$ cat config.mk
export PLATFORM = sky130hd
export DESIGN_NAME = booth_mul_sequencer
export DESIGN_NICKNAME = d
export VERILOG_FILES = /design/src/rtl/mul_seq_pkg.sv /design/src/rtl/booth_digit_sel.sv /design/src/rtl/booth_mul_sequencer.sv
export SDC_FILE = /design/constraint.sdc
export NUM_CORES = 1
export LEC_CHECK = 0
export BUFFER_PORTS_ARGS = -buffer_cell sky130_fd_sc_hd__buf_2
export CORE_ASPECT_RATIO = 1.75
export CORE_MARGIN = 1
export CORE_UTILIZATION = 45
export CTS_BUF_LIST = sky130_fd_sc_hd__clkbuf_16
export DETAILED_ROUTE_END_ITERATION = 7
export PLACE_DENSITY_LB_ADDON = 0.05
export SLEW_MARGIN = 20
export SYNTH_ARGS = -nofsm -noshare
export SYNTH_HDL_FRONTEND = slang
export SYNTH_SLANG_ARGS = --single-unit
$ cat constraint.sdc
create_clock -name clk -period 9.7 [get_ports clk]
set_clock_uncertainty 0.2 [all_clocks]
set_input_delay 0.485 -clock clk [delete_from_list [all_inputs] [get_ports clk]]
set_output_delay 0.485 -clock clk [all_outputs]
set_load 0.01 [all_outputs]
$ cat src/rtl/mul_seq_pkg.sv
// Shared types and WIDTH-derived constants for the radix-4 Booth sequencer.
package mul_seq_pkg;

    localparam int MUL_WIDTH  = 32;
    localparam int K_SIGNED   = MUL_WIDTH / 2;
    localparam int K_UNSIGNED = MUL_WIDTH / 2 + 1;
    localparam int ACC_WIDTH  = 2 * MUL_WIDTH + 2;

    typedef enum logic [1:0] {
        IDLE,
        CALC,
        DONE
    } state_t;

    typedef struct packed {
        logic single;
        logic double;
        logic neg;
    } booth_digit_t;

    function automatic int k_signed(int w);
        return w / 2;
    endfunction

    function automatic int k_unsigned(int w);
        return w / 2 + 1;
    endfunction

    function automatic int acc_width(int w);
        return 2 * w + 2;
    endfunction

    // Window {X[2i+1], X[2i], X[2i-1]} -> digit in {-2..+2}
    function automatic booth_digit_t booth_decode(logic [2:0] b);
        booth_digit_t d;
        d.single = b[0] ^ b[1];
        d.double = (b == 3'b011) || (b == 3'b100);
        d.neg    = b[2] & ~(b[1] & b[0]);
        return d;
    endfunction

endpackage

$ cat src/rtl/booth_digit_sel.sv
// Combinational Booth digit encoder and partial-product selector.
import mul_seq_pkg::*;

module booth_digit_sel #(
    parameter int WIDTH = MUL_WIDTH
) (
    input  logic [2:0]       bits_i,
    input  logic [WIDTH:0]   y_ext_i,
    output logic [WIDTH+1:0] pp_o,
    output logic             neg_o
);

    booth_digit_t     dig;
    logic [WIDTH+1:0] mag;

    assign dig = booth_decode(bits_i);

    always_comb begin
        mag = '0;
        unique case (1'b1)
            dig.single: mag = {y_ext_i[WIDTH], y_ext_i};
            dig.double: mag = {y_ext_i, 1'b0};
            default:    mag = '0;
        endcase
    end

    // One's complement here; the +1 enters as carry-in at the accumulator
    assign pp_o  = dig.neg ? ~mag : mag;
    assign neg_o = dig.neg;

endmodule

$ cat src/rtl/booth_mul_sequencer.sv
// Iterative radix-4 Booth multiplier, one digit per clock.
// Optional early termination: define MUL_EARLY_TERM_EN.
import mul_seq_pkg::*;

module booth_mul_sequencer #(
    parameter int WIDTH = MUL_WIDTH
) (
    input  logic               clk,
    input  logic               rst_n,
    input  logic               in_valid,
    output logic               in_ready,
    input  logic [WIDTH-1:0]   in_a,
    input  logic [WIDTH-1:0]   in_b,
    input  logic               in_signed,
    output logic               out_valid,
    input  logic               out_ready,
    output logic [2*WIDTH-1:0] out_product,
    output logic               busy
);

    localparam int KS = k_signed(WIDTH);
    localparam int KU = k_unsigned(WIDTH);
    localparam int AW = acc_width(WIDTH);
    localparam int CW = $clog2(KU + 1);
    localparam int XW = WIDTH + 3;

    state_t             state_q;
    logic [XW-1:0]      x_q;
    logic [XW-1:0]      x_d;
    logic [WIDTH:0]     y_q;
    logic               sgn_q;
    logic [AW-1:0]      acc_q;
    logic [AW-1:0]      acc_d;
    logic [CW-1:0]      i_q;
    logic               in_ready_q;
    logic               out_valid_q;
    logic               busy_q;
    logic [2*WIDTH-1:0] out_product_q;

    logic [WIDTH+1:0]   pp;
    logic               neg;
    logic [AW-1:0]      pp_ext;
    logic [AW-1:0]      addend;
    logic               last;
    logic               early;

    booth_digit_sel #(
        .WIDTH(WIDTH)
    ) u_sel (
        .bits_i (x_q[2:0]),
        .y_ext_i(y_q),
        .pp_o   (pp),
        .neg_o  (neg)
    );

    assign pp_ext = {{(AW-WIDTH-2){pp[WIDTH+1]}}, pp} + AW'(neg);
    assign addend = pp_ext << {i_q, 1'b0};
    assign acc_d  = acc_q + addend;

    // x_q holds {X_ext, X[-1]} shifted so the current window sits at [2:0]
    assign x_d  = {{2{x_q[XW-1]}}, x_q[XW-1:2]};
    assign last = (i_q == (sgn_q ? CW'(KS - 1) : CW'(KU - 1)));

`ifdef MUL_EARLY_TERM_EN
    assign early = ~|x_q[XW-1:2] | (sgn_q & (&x_q[XW-1:2]));
`else
    assign early = 1'b0;
`endif

    always_ff @(posedge clk or negedge rst_n) begin
        if (!rst_n) begin
            state_q       <= IDLE;
            x_q           <= '0;
            y_q           <= '0;
            sgn_q         <= 1'b0;
            acc_q         <= '0;
            i_q           <= '0;
            in_ready_q    <= 1'b1;
            out_valid_q   <= 1'b0;
            busy_q        <= 1'b0;
            out_product_q <= '0;
        end else begin
            unique case (state_q)
                IDLE: begin
                    if (in_valid) begin
                        x_q        <= {{2{in_signed & in_b[WIDTH-1]}}, in_b, 1'b0};
                        y_q        <= {in_signed & in_a[WIDTH-1], in_a};
                        sgn_q      <= in_signed;
                        acc_q      <= '0;
                        i_q        <= '0;
                        in_ready_q <= 1'b0;
                        busy_q     <= 1'b1;
                        state_q    <= CALC;
                    end
                end
                CALC: begin
                    acc_q <= acc_d;
                    x_q   <= x_d;
                    i_q   <= i_q + 1'b1;
                    if (last || early) begin
                        out_product_q <= acc_d[2*WIDTH-1:0];
                        out_valid_q   <= 1'b1;
                        busy_q        <= 1'b0;
                        state_q       <= DONE;
                    end
                end
                DONE: begin
                    if (out_ready) begin
                        out_valid_q <= 1'b0;
                        in_ready_q  <= 1'b1;
                        state_q     <= IDLE;
                    end
                end
                default: state_q <= IDLE;
            endcase
        end
    end

    assign in_ready    = in_ready_q;
    assign out_valid   = out_valid_q;
    assign busy        = busy_q;
    assign out_product = out_product_q;

endmodule

# [Yosys cells after proc, flatten, opt, wreduce, memory -nomap -nowiden]
# Cells that the tools add are included.
[totals] register_bits=209 inputBits=69 output_inout_bits=67 elab_cells=66
[op_classes] addsub=3 n_eq_ne=8 shifts=1 mux=22 bitwise_logic=8 reduce_logical=13
[op_table] operator="$pmux W66 S2" count=1
[op_table] operator="$pmux W35 S2" count=1
[op_table] operator="$pmux W34 S2" count=1
[op_table] operator="$add A66 B66 Y66" count=1
[op_table] operator="$mux W66" count=1
[op_table] operator="$shl A66 B6 Y66" count=1
[op_table] operator="$add A34 B2 Y35" count=1
[op_table] operator="$mux W35" count=1
[op_table] operator="$mux W34" count=1
[op_table] operator="$not A34 Y34" count=1
[op_table] operator="$reduce_and A3 Y1" count=5
[op_table] operator="$mux W5" count=2
[op_table] operator="$pmux W5 S2" count=1
[op_table] operator="$mux W1" count=6
[op_table] operator="$mux W2" count=3
[op_table] operator="$ne A2 B2 Y1 const B" count=3
[op_table] operator="$pmux W1 S2" count=3
[op_table] operator="$pmux W2 S3" count=1
[op_table] operator="$reduce_and A2 Y1" count=3
[op_table] operator="$reduce_bool A2 Y1" count=3
[op_table] operator="$add A5 B1 Y5 const B" count=1
[op_table] operator="$eq A5 B5 Y1" count=1
[op_table] operator="$and A1 B1 Y1" count=4
[op_table] operator="$eq A3 B2 Y1 const B" count=1
[op_table] operator="other kinds (7)" count=8

# [Longest topological paths before layout]
# Gate-level depths: netlist of run 1.
[logic_depth] ltp_word=9 mapped_depth=38 depth_no_buf=30

# [Cells and area by module]
# Synthesis of run 1 repeated with hierarchy kept, for this count alone.
[unflattened] hier_cells=2054 area_unflattened_um2=16706.0
[modules_own_cells] mod="booth_mul_sequencer" instances=1 cells_per_inst=1963 area_each_um2=15830.2 seq_area_each_um2=5181.2
[modules_own_cells] mod="booth_digit_sel" instances=1 cells_per_inst=91 area_each_um2=875.8 seq_area_each_um2=0.0

# [Least setup slack after synthesis of run 1]
# OpenSTA, ideal clock, no wires.
[synth_timing] kind="flip-flop to flip-flop" startpoint="register x_q[0]" endpoint="register acc_q[63]" setup_time_ns=0.118 t_arrival_ns=7.421 path_slack_ns=1.961 path_stages_with_launch=39 period_less_slack_ns=7.739 path_cell_list="dfrtp_1 -> ha_1 -> nand2b_1 -> buf_6 -> inv_4 -> and2_4 -> buf_6 -> buf_6 -> buf_2 -> buf_2 -> a32oi_1 -> ha_1 -> inv_1 -> a311o_1 -> or4_1 -> buf_2 -> or4_4 -> buf_6 -> (+3 left out) -> mux2i_4 -> mux2i_2 -> mux2_2 -> nor2_2 -> ha_1 -> clkbuf_1 -> nand2_1 -> nor4_1 -> nand4_1 -> a2111oi_0 -> a211oi_1 -> o21ai_0 -> a21oi_1 -> o21ai_0 -> nor3_1 -> a221oi_2 -> o21bai_1 -> a21o_1"
[synth_between] elab_chain_cells=9 elab_cells_between_ends=14 classes_between="add/sub (2); eq/ne (2); shift (1); mux (3); bitwise (5); reduce/logical (1)"
[synth_rtl] item="start: declaration" line_no="booth_mul_sequencer.sv:28" rtl="logic [XW-1:0] x_q;"
[synth_rtl] item="start signal: assignment" line_no="booth_mul_sequencer.sv:86" rtl="x_q <= {{2{in_signed & in_b[WIDTH-1]}}, in_b, 1'b0};"
[synth_rtl] item="$eq A3 B2 Y1 / $eq A3 B3 Y1 (equally long branches)" line_no="mul_seq_pkg.sv:37" rtl="d.double = (b == 3'b011) || (b == 3'b100);"
[synth_rtl] item="$logic_or A1 B1 Y1" line_no="mul_seq_pkg.sv:37"
[synth_rtl] item="$pmux W34 S2" line_no="booth_digit_sel.sv:20" rtl="unique case (1'b1)"
[synth_rtl] item="$not A34 Y34" line_no="booth_digit_sel.sv:28" rtl="assign pp_o = dig.neg ? ~mag : mag;"
[synth_rtl] item="$mux W34" line_no="booth_digit_sel.sv:28"
[synth_rtl] item="$add A34 B2 Y35 *" line_no="booth_mul_sequencer.sv:56" rtl="assign pp_ext = {{(AW-WIDTH-2){pp[WIDTH+1]}}, pp} + AW'(neg);"
[synth_rtl] item="$shl A66 B6 Y66 *" line_no="booth_mul_sequencer.sv:57" rtl="assign addend = pp_ext << {i_q, 1'b0};"
[synth_rtl] item="$add A66 B66 Y66 *" line_no="booth_mul_sequencer.sv:58" rtl="assign acc_d = acc_q + addend;"
[synth_rtl] item="$pmux W66 S2 *" line_no="booth_mul_sequencer.sv:83" rtl="unique case (state_q)"
[synth_rtl] item="end signal: assignment" line_no="booth_mul_sequencer.sv:76" rtl="acc_q <= '0;"
[synth_rtl] item="end signal: assignment" line_no="booth_mul_sequencer.sv:89" rtl="acc_q <= '0;"
[synth_rtl] item="end signal: assignment" line_no="booth_mul_sequencer.sv:97" rtl="acc_q <= acc_d;"
[synth_rtl] item="end: declaration" line_no="booth_mul_sequencer.sv:32" rtl="logic [AW-1:0] acc_q;"
# Mark *: on every way between the ends. The rest lies on a longest branch, timed or not.
# A chain may end at the register's enable or synchronous reset.

# [Worst setup path in the final report of run 1]
[layout_timing] startpoint="register x_q[2]" endpoint="register acc_q[63]"
# The elaborated chain is that of the path after synthesis.

==> out/metrics.cfg, run 1 <==
[run_status]
status=finished clean

[die]
rows=91
pin_count=136
die_area_sq_um=36600
die_w_um=145
die_h_um=252
core_sq_um=35300
initial_core_util_pct=45.7

[sta]
rsz0062_at_grt=false
hold_viol_final=0
setup_viol=0
setup_slack_ns=0.935
slew_headroom_pct=31.4
setup_tns_ns=0
fin_crit_ns=8.76
worst_pin_slew_ns=1.03
drv_slew=0
final_min_period_over_clock_period_pct=90.4
fmax_mhz=114

[placed_design]
gp_congestion=0.918
numPortBuffers=135
dp_hpwl_mm=39.4
preCtsSetupSlack_ns=1.11

[setup_path]
cp-start-kind=register
reg2reg_slack_ns=0.94
reg2reg_from=x_q[2]
crit_type=reg -> reg
arrival_ns=9.05
ff2ff_path_depth=30
r2r_end=acc_q[63]
cp_max_fo=35
critical_path.slowest_cell=nor3_1
end_kind=register
cpPeakStageDelay_ns=0.64
critPathRequiredTime_ns=9.98

[clock_network]
numCtsBuffers=22
clock-root-buffer=clkbuf_16
clock_sinks=207
cts.reportedPaths.clkPinSlew_ns=0.06
cts.repair.resized=0
cts_tree=yes
h-tree-depth=1
clock_latency_ns=0.54
cts_buffer_depth=3

[drt]
drt_iter0_markers=788
antenna_left=0
firstDrtPassIters=5
viasPerCell=6.02
wire_per_inst_um=21.3
totalWireLength_mm=52.7
dr_total_vias=14900
remaining_drc_errors=0

[final_layout]
drive_gt1_share_pct=15.3
layout.nets=2130
fillers=3417
area_growth_pct=12.3
antenna_cells=0
postLayoutCoreUtil_pct=51.3

[global_route]
grt_pass1_vias=15000
met2_usage_pct=53.6
grtUsageMet1_pct=31.5
grt_antenna_before_repair=0
grt_use_total_pct=28.8
grt_pass1_wl_mm=83.7
top_usage_layer=met2
grt.overflow.total=0
met3_usage_pct=2.85
grt_max_degree=83

[synthesis]
synth_edf_count=0
synth_area_sq_um=16100
synth.top_cell.area_share_pct=32.0
synthCells=1913
syn_nets=2051
post-synth-top-count-cell=nand2_1
ys_warn_count=0
ys_top_cells_by_area=dfrtp_1 32%, nand2_1 7.0%, ha_1 5.3%
synthFlopType=dfrtp_1
ys_ff_latch=207
synth_area_leader_cell=dfrtp_1
avgSynthCellArea_sq_um=8.43
seq_area_frac_synth_pct=32.1
yosysUniqueCellTypes=89
synth_async_sr_flop_share_pct=100
ys_top_cells_by_count=300 x nand2_1, 206 x dfrtp_1, 136 x o21ai_0

[min_path]
min_from=in_signed
worstHoldEndpoint=sgn_q
min_path_type=in -> reg
hold_path_depth=3

[run]
drv_cap=0

-- worst max-delay path, delay by kind of cell, from the launching register on --
kind,cells,cell delay (ns)
AO/OA/AOI/OAI,11,3.17
AND/OR/NAND/NOR,12,3.60
multiplexers,2,0.46
flip-flops,1,0.36
buffers and inverters,3,0.40
adder cells (fa/ha/maj),2,0.54
-- through the flow --
stage	instance area [sq um]	hold WS, ns	cells
final	18100	0.0177	2473
after global routing	18100	0.0433	2473
after CTS	18100	0.00928	2473
after detailed placement	17000	0.258	2400
after global placement	17000	0.260	2400
after floorplan	16100	-0.0106	1913
-- worst max-delay path by stage --
stage / from / end / slack (ns) / cells past startpoint
final: x_q[2] / acc_q[63] / 0.94 / 30
after global placement: x_q[2] / out_product[57] / 1.31 / 28
after detailed placement: x_q[2] / acc_q[63] / 1.11 / 30
after floorplan: x_q[0] / acc_q[63] / 1.96 / 38
after global routing: x_q[2] / acc_q[63] / 0.42 / 30
after CTS: x_q[2] / acc_q[63] / 1.07 / 30
-- kinds of logic (layout without fill, tap and decap cells) --
kind of cell,Yosys count,count (layout),share of synthesized area [%]
fa+ha+maj,69,69,5.40
compound gates,574,574,24.3
flops,207,207,32.1
simple gates,649,649,18.8
xor+xnor,85,85,4.61
buf+inv,178,273,4.53
mux,151,151,10.3
-- layout make-up --
type | instances | area (sq um) | share of cell area, %
multi-input cells | 1528 | 10300 | 56.6
flip-flops and latches | 207 | 5180 | 28.6
repair buffers | 195 | 1220 | 6.73
well taps | 465 | 582 | 3.21
clock buffers | 23 | 576 | 3.18
clock inverters | 17 | 159 | 0.877
inverters | 38 | 145 | 0.801
-- layout by cell type, fill, tap and decap left out, types with 14 or more instances in the layout --
cell type        n
a211oi_1        16
a21oi_1        113
nand2b_1        14
and3_1          16
dlygate4sd3_1   33
nand3_1         47
inv_1           36
mux2i_1         72
nand2_1        299
nor2_1         106
a21o_1          34
nand3b_1        31
buf_4           27
xnor2_1         63
clkbuf_16       23
o21ai_0        136
buf_2          134
ha_1            68
xor2_1          22
a22o_1          68
a22oi_1         17
o211ai_1        14
nor2b_1         14
o21bai_1        20
nor3_1          36
dfrtp_1        206
a31oi_1         14
a32oi_1         30
nand4_1         22
mux2_2          74
-- state kept, by name, summed over array words and instances, names as in the netlist --
| name | cells |
|---|---|
| acc_q | 64 |
| out_product | 64 |
| sgn_q | 1 |
| busy | 1 |
| i_q | 5 |
| state_q | 2 |
| in_ready | 1 |
| y_q | 33 |
| out_valid | 1 |
| x_q | 35 |
-- what timing repair did --
item | CTS | global route
endpoints found under the hold margin | 111 | 0
setup buffers | 0 | 0
hold buffers | 33 | 0
-- metal layers --
metal	part of all wire (%)	routed length [um]
met5	0	0
met4	6.0	3160
met3	3.9	2060
met2	52	27600
met1	38	19900
Power of run 1 is left out: the tool's default activity adds up to more than one toggle a clock period on the data nets, which glitch-free logic cannot reach.
==> run 2: changes to the inputs <==
--- a/config.mk
+++ b/config.mk
@@ -6,7 +6,7 @@
 export NUM_CORES = 1
 export LEC_CHECK = 0
 export BUFFER_PORTS_ARGS = -buffer_cell sky130_fd_sc_hd__buf_2
-export CORE_ASPECT_RATIO = 1.75
+export CORE_ASPECT_RATIO = 1.1
 export CORE_MARGIN = 1
 export CORE_UTILIZATION = 45
 export CTS_BUF_LIST = sky130_fd_sc_hd__clkbuf_16
==> out/metrics.cfg, run 2 (synthesized netlist as in run 1, its figures left out) <==
[run_status]
status=finished clean

[clock_network]
cts.reportedPaths.clkPinSlew_ns=0.06  ; about the same
h-tree-depth=1  ; unchanged
cts.repair.resized=0  ; unchanged
cts_buffer_depth=3  ; unchanged
clock_latency_ns=0.55  ; about the same
cts_tree=yes
clock-root-buffer=clkbuf_16
numCtsBuffers=25  ; +14%
clock_sinks=207  ; unchanged

[setup_path]
critical_path.slowest_cell=or4_4
r2r_end=acc_q[63]
cpPeakStageDelay_ns=0.68  ; +0.04 ns
ff2ff_path_depth=27  ; -10%
reg2reg_from=x_q[0]
cp-start-kind=register
crit_type=reg -> reg
end_kind=register
crit_path_frequent_cell=ha_1
cp_max_fo=34  ; -2.9%
critPathRequiredTime_ns=9.95  ; -0.03 ns
arrival_ns=8.99  ; -0.06 ns
reg2reg_slack_ns=0.95  ; +0.02 ns

[sta]
fmax_mhz=114  ; +0.21%
worst_pin_slew_ns=1.08  ; +0.0509 ns
hold_viol_final=0  ; unchanged
rsz0062_at_grt=false
setup_viol=0  ; unchanged
setup_tns_ns=0  ; unchanged
drv_slew=0  ; unchanged
final_min_period_over_clock_period_pct=90.2  ; -0.19 points
fin_crit_ns=8.75  ; -0.0186 ns
slew_headroom_pct=27.2  ; -4.2 points

[global_route]
grt_max_degree=75  ; -9.6%
grt_pass1_vias=14400  ; -3.6%
grt.overflow.total=0  ; unchanged
grt_pass1_wl_mm=79.5  ; -5.1%
grt_use_total_pct=26.9  ; -1.9 points
grtUsageMet1_pct=37.9  ; +6.4 points
met3_usage_pct=3.94  ; +1.1 points
top_usage_layer=met2
met2_usage_pct=42.8  ; -11 points
grt_antenna_before_repair=0  ; unchanged

[drt]
dr_total_vias=14800  ; -0.48%
viasPerCell=5.93  ; -1.6%
drt_iter0_markers=1231  ; +56%
firstDrtPassIters=5  ; unchanged
wire_per_inst_um=19.6  ; -8.1%
antenna_left=0  ; unchanged
remaining_drc_errors=0  ; unchanged
totalWireLength_mm=49.0  ; -7.1%

[die]
core_sq_um=35200  ; -0.21%
initial_core_util_pct=45.8  ; +0.094 points
rows=72  ; -21%
die_h_um=201  ; -21%
die_area_sq_um=36600  ; about the same
pin_count=136  ; unchanged
die_w_um=183  ; +26%

[min_path]
worstHoldEndpoint=x_q[9]
hold_path_depth=3  ; unchanged
min_from=in_b[8]
min_path_type=in -> reg

[final_layout]
drive_gt1_share_pct=15.5  ; +0.16 points
antenna_cells=0  ; unchanged
mostFrequentLayoutCell=nand2_1
layout.nets=2139  ; +0.42%
area_growth_pct=13.0
final-instance-count-excl-fill=2500  ; +1.1%
layout_common_cells=299 x nand2_1, 206 x dfrtp_1, 136 x o21ai_0, 134 x buf_2, 113 x a21oi_1

[placed_design]
place_inst=2420  ; +0.83%
gp_congestion=0.971  ; +5.8%
numPortBuffers=135  ; unchanged
dp_hpwl_mm=36.1  ; -8.4%

[run]
drv_cap=0  ; unchanged

-- run 2: cell types whose count changed in the layout (fill, tap and decap cells not counted) --
cell | before | now
clkinv_4 | 1 | 2
clkinv_1 | 7 | 10
inv_6 | 0 | 1
clkinvlp_4 | 1 | 2
nor3_2 | 2 | 1
buf_4 | 27 | 31
clkinv_2 | 6 | 4
nor3_1 | 36 | 37
bufinv_16 | 3 | 2
dlygate4sd3_1 | 33 | 35
clkbuf_16 | 23 | 25
-- run 2: per-layer routing --
layer / share of wire [%] / vias up / routed length (um)
li1: - / 7206 / -
met1: 47 / 7087 / 22900
met2: 45 / 464 / 22100
met3: 5.7 / 64 / 2770
met4: 2.3 / 0 / 1150
met5: 0 / - / 0
-- run 2: worst max-delay path by stage --
stage | startpoint | end | slack [ns]
finish | x_q[0] | acc_q[63] | 0.95
global route | x_q[0] | acc_q[63] | 0.31
CTS | x_q[0] | acc_q[63] | 1.06
detailed placement | x_q[0] | acc_q[63] | 1.12
global placement | x_q[0] | acc_q[63] | 1.29
floorplan | x_q[0] | acc_q[63] | 1.96
-- run 2: final cells by class --
cell class | instances | area [sq um]
fillers | 3380 | 17000
multi-input cells | 1528 | 10200
flip-flops and latches | 207 | 5180
repair buffers | 201 | 1270
clock buffers | 25 | 626
well taps | 481 | 602
clock inverters | 20 | 155
inverters | 38 | 145
-- run 2: worst max-delay path, delay by kind of cell (launching register included) --
| family | cells | cell delay (ns) |
|---|---|---|
| AO/OA/AOI/OAI | 15 | 4.21 |
| multiplexers | 2 | 0.63 |
| adder cells (fa/ha/maj) | 3 | 1.14 |
| AND/OR/NAND/NOR | 4 | 1.83 |
| flip-flops | 1 | 0.36 |
| buffers and inverters | 2 | 0.12 |
| XOR/XNOR | 1 | 0.16 |
-- run 2: stage by stage --
| step | setup WS [ns] | hold slack [ns] | util (%) | instance area (sq um) |
|---|---|---|---|---|
| after floorplan | 1.96 | -0.0106 | - | 16100 |
| after global placement | 1.29 | 0.260 | 48.5 | 17100 |
| after detailed placement | 1.12 | 0.257 | 48.5 | 17100 |
| after CTS | 1.06 | 0.00837 | 51.7 | 18200 |
| after global routing | 0.312 | 0.0318 | 51.7 | 18200 |
| final | 0.954 | 0.0209 | 51.7 | 18200 |
-- run 2: what timing repair did --
action                     4_1_cts  5_1_grt
hold endpoints to repair        97        0
setup endpoints to repair        0        0
hold buffers                    35        0
setup buffers                    0        0
Power of run 2 is left out for the same reason.
==> run 3: changes to the inputs <==
--- a/config.mk
+++ b/config.mk
@@ -12,6 +12,7 @@
 export CTS_BUF_LIST = sky130_fd_sc_hd__clkbuf_16
 export DETAILED_ROUTE_END_ITERATION = 7
 export PLACE_DENSITY_LB_ADDON = 0.05
+export SKIP_LAST_GASP = 1
 export SLEW_MARGIN = 20
 export SYNTH_ARGS = -nofsm -noshare
 export SYNTH_HDL_FRONTEND = slang
==> constraint.sdc (replaced) <==
create_clock -name clk -period 9.7 [get_ports clk]
set_clock_uncertainty 0.2 [all_clocks]
set_input_delay 1.94 -clock clk [delete_from_list [all_inputs] [get_ports clk]]
set_output_delay 1.94 -clock clk [all_outputs]
set_load 0.01 [all_outputs]
==> out/metrics.cfg, run 3 (synthesized netlist as in run 1, its figures left out) <==
[drt]
remaining_drc_errors=1  ; +1
wire_per_inst_um=19.8  ; +1.0%
viasPerCell=5.98  ; +0.79%
drt_iter0_markers=1210  ; -1.7%
totalWireLength_mm=48.8  ; -0.38%
antenna_left=0  ; unchanged
firstDrtPassIters=8  ; +3
dr_total_vias=14700  ; -0.62%

[setup_path]
arrival_ns=9.00  ; about the same
reg2reg_slack_ns=0.94  ; about the same
critical_path_buf_inv_count=2  ; unchanged
r2r_end=acc_q[63]
crit_path_frequent_cell=ha_1
startpoint=x_q[0]
cpPeakStageDelay_ns=0.68  ; about the same
critical_path.slowest_cell=or4_4
reg2reg_from=x_q[0]
crit_type=reg -> reg
cp-start-kind=register
cp.depth=27  ; unchanged
critPathRequiredTime_ns=9.95  ; about the same
ff2ff_path_depth=27  ; unchanged
cp_max_fo=34  ; unchanged
end_kind=register
crit_family=compound AO/OA/AOI/OAI gates

[min_path]
min_path_type=reg -> reg
min_from=out_product[57]
worstHoldEndpoint=out_product[57]
hold_path_depth=2  ; -1

[final_layout]
multi_input_area_sq_um=10200  ; unchanged
seq_area_sq_um=5180  ; unchanged
area_growth_pct=10.8
antenna_cells=0  ; unchanged
drive_gt1_share_pct=15.8  ; +0.27 points
postLayoutCoreUtil_pct=50.7  ; -0.99 points
mostFrequentLayoutCell=nand2_1
layout.nets=2104  ; -1.6%
final_area_sq_um=17900  ; -1.9%
fillers=3409  ; +0.86%
layout_common_cells=299 x nand2_1, 206 x dfrtp_1, 136 x o21ai_0, 134 x buf_2, 113 x a21oi_1

[run]
drv_cap=0  ; unchanged

[clock_network]
clock-root-buffer=clkbuf_16
clock_sinks=207  ; unchanged
post-cts-setup-buffer-count=0  ; unchanged
cts-hold-fix-buffers=0  ; -100%
cts.repair.resized=0  ; unchanged
clock_latency_ns=0.55  ; about the same
h-tree-depth=1  ; unchanged
numCtsBuffers=25  ; unchanged
cts_tree=yes
cts_buffer_depth=3  ; unchanged
cts.reportedPaths.clkPinSlew_ns=0.06  ; about the same

[global_route]
grt_pass1_vias=14300  ; -0.96%
grt_use_total_pct=26.8  ; -0.12 points
top_usage_layer=met2
grt_antenna_before_repair=0  ; unchanged
grt_pass1_wl_mm=79.1  ; -0.54%
grtUsageMet1_pct=37.8  ; -0.10 points
met3_usage_pct=3.94  ; unchanged
grt.overflow.total=0  ; unchanged
met2_usage_pct=42.5  ; -0.31 points
grt_max_degree=75  ; unchanged

[sta]
setup_slack_ns=0.944  ; -0.00959 ns
final_min_period_over_clock_period_pct=90.3  ; +0.099 points
fin_crit_ns=8.76  ; +0.00959 ns
hold_viol_final=0  ; unchanged
slew_headroom_pct=26.0  ; -1.2 points
worst_pin_slew_ns=1.09  ; +0.0180 ns
rsz0062_at_grt=false
fmax_mhz=114  ; -0.11%
setup_tns_ns=0  ; unchanged
drv_slew=0  ; unchanged
setup_viol=0  ; unchanged

[die]
pin_count=136  ; unchanged
die_area_sq_um=36600  ; unchanged
initial_core_util_pct=45.8  ; unchanged
die_w_um=183  ; unchanged
rows=72  ; unchanged
die_h_um=201  ; unchanged
core_sq_um=35200  ; unchanged

[placed_design]
preCtsSetupSlack_ns=1.12  ; unchanged
numPortBuffers=135  ; unchanged
dp_hpwl_mm=36.1  ; unchanged
postPlaceCellArea_sq_um=17100  ; unchanged
gp_congestion=0.971  ; unchanged

[run_status]
status=finished with violations
violations=DRC

-- run 3: cell types whose count changed in the layout (fill, tap and decap cells not counted) --
cell and change:
dlygate4sd3_1 -35
-- run 3: tightest hold or removal path: stages (launching register included) --
cell and delay (ns):
dfrtp_1 0.34, nand2_1 0.04, o21ai_0 0.06
-- run 3: stage by stage --
stage,instances,hold WS [ns]
floorplan,1913,0.249
global placement,2420,0.260
detailed placement,2420,0.268
CTS,2465,0.281
global route,2465,0.305
finish,2465,0.272
-- run 3: area by class of cell --
| type | count | share of cell area [%] |
|---|---|---|
| well taps | 481 | 3.37 |
| inverters | 38 | 0.812 |
| clock buffers | 25 | 3.50 |
| clock inverters | 20 | 0.868 |
| flip-flops and latches | 207 | 29.0 |
| repair buffers | 166 | 5.14 |
| multi-input cells | 1528 | 57.3 |
-- run 3: layer usage --
metal  routed length, um  share of wire [%]
met3                2750                5.6
met1               22800                 47
met2               22000                 45
met4                1130                2.3
met5                   0                  0
-- run 3: how the worst max path moves through the flow --
stage,endpoint,slack (ns)
4_1_cts,acc_q[63],1.06
5_1_grt,acc_q[63],0.31
3_3_place_gp,acc_q[63],1.29
3_5_place_dp,acc_q[63],1.12
2_1_floorplan,acc_q[63],1.96
6_report,acc_q[63],0.94
Power of run 3 is left out for the same reason.
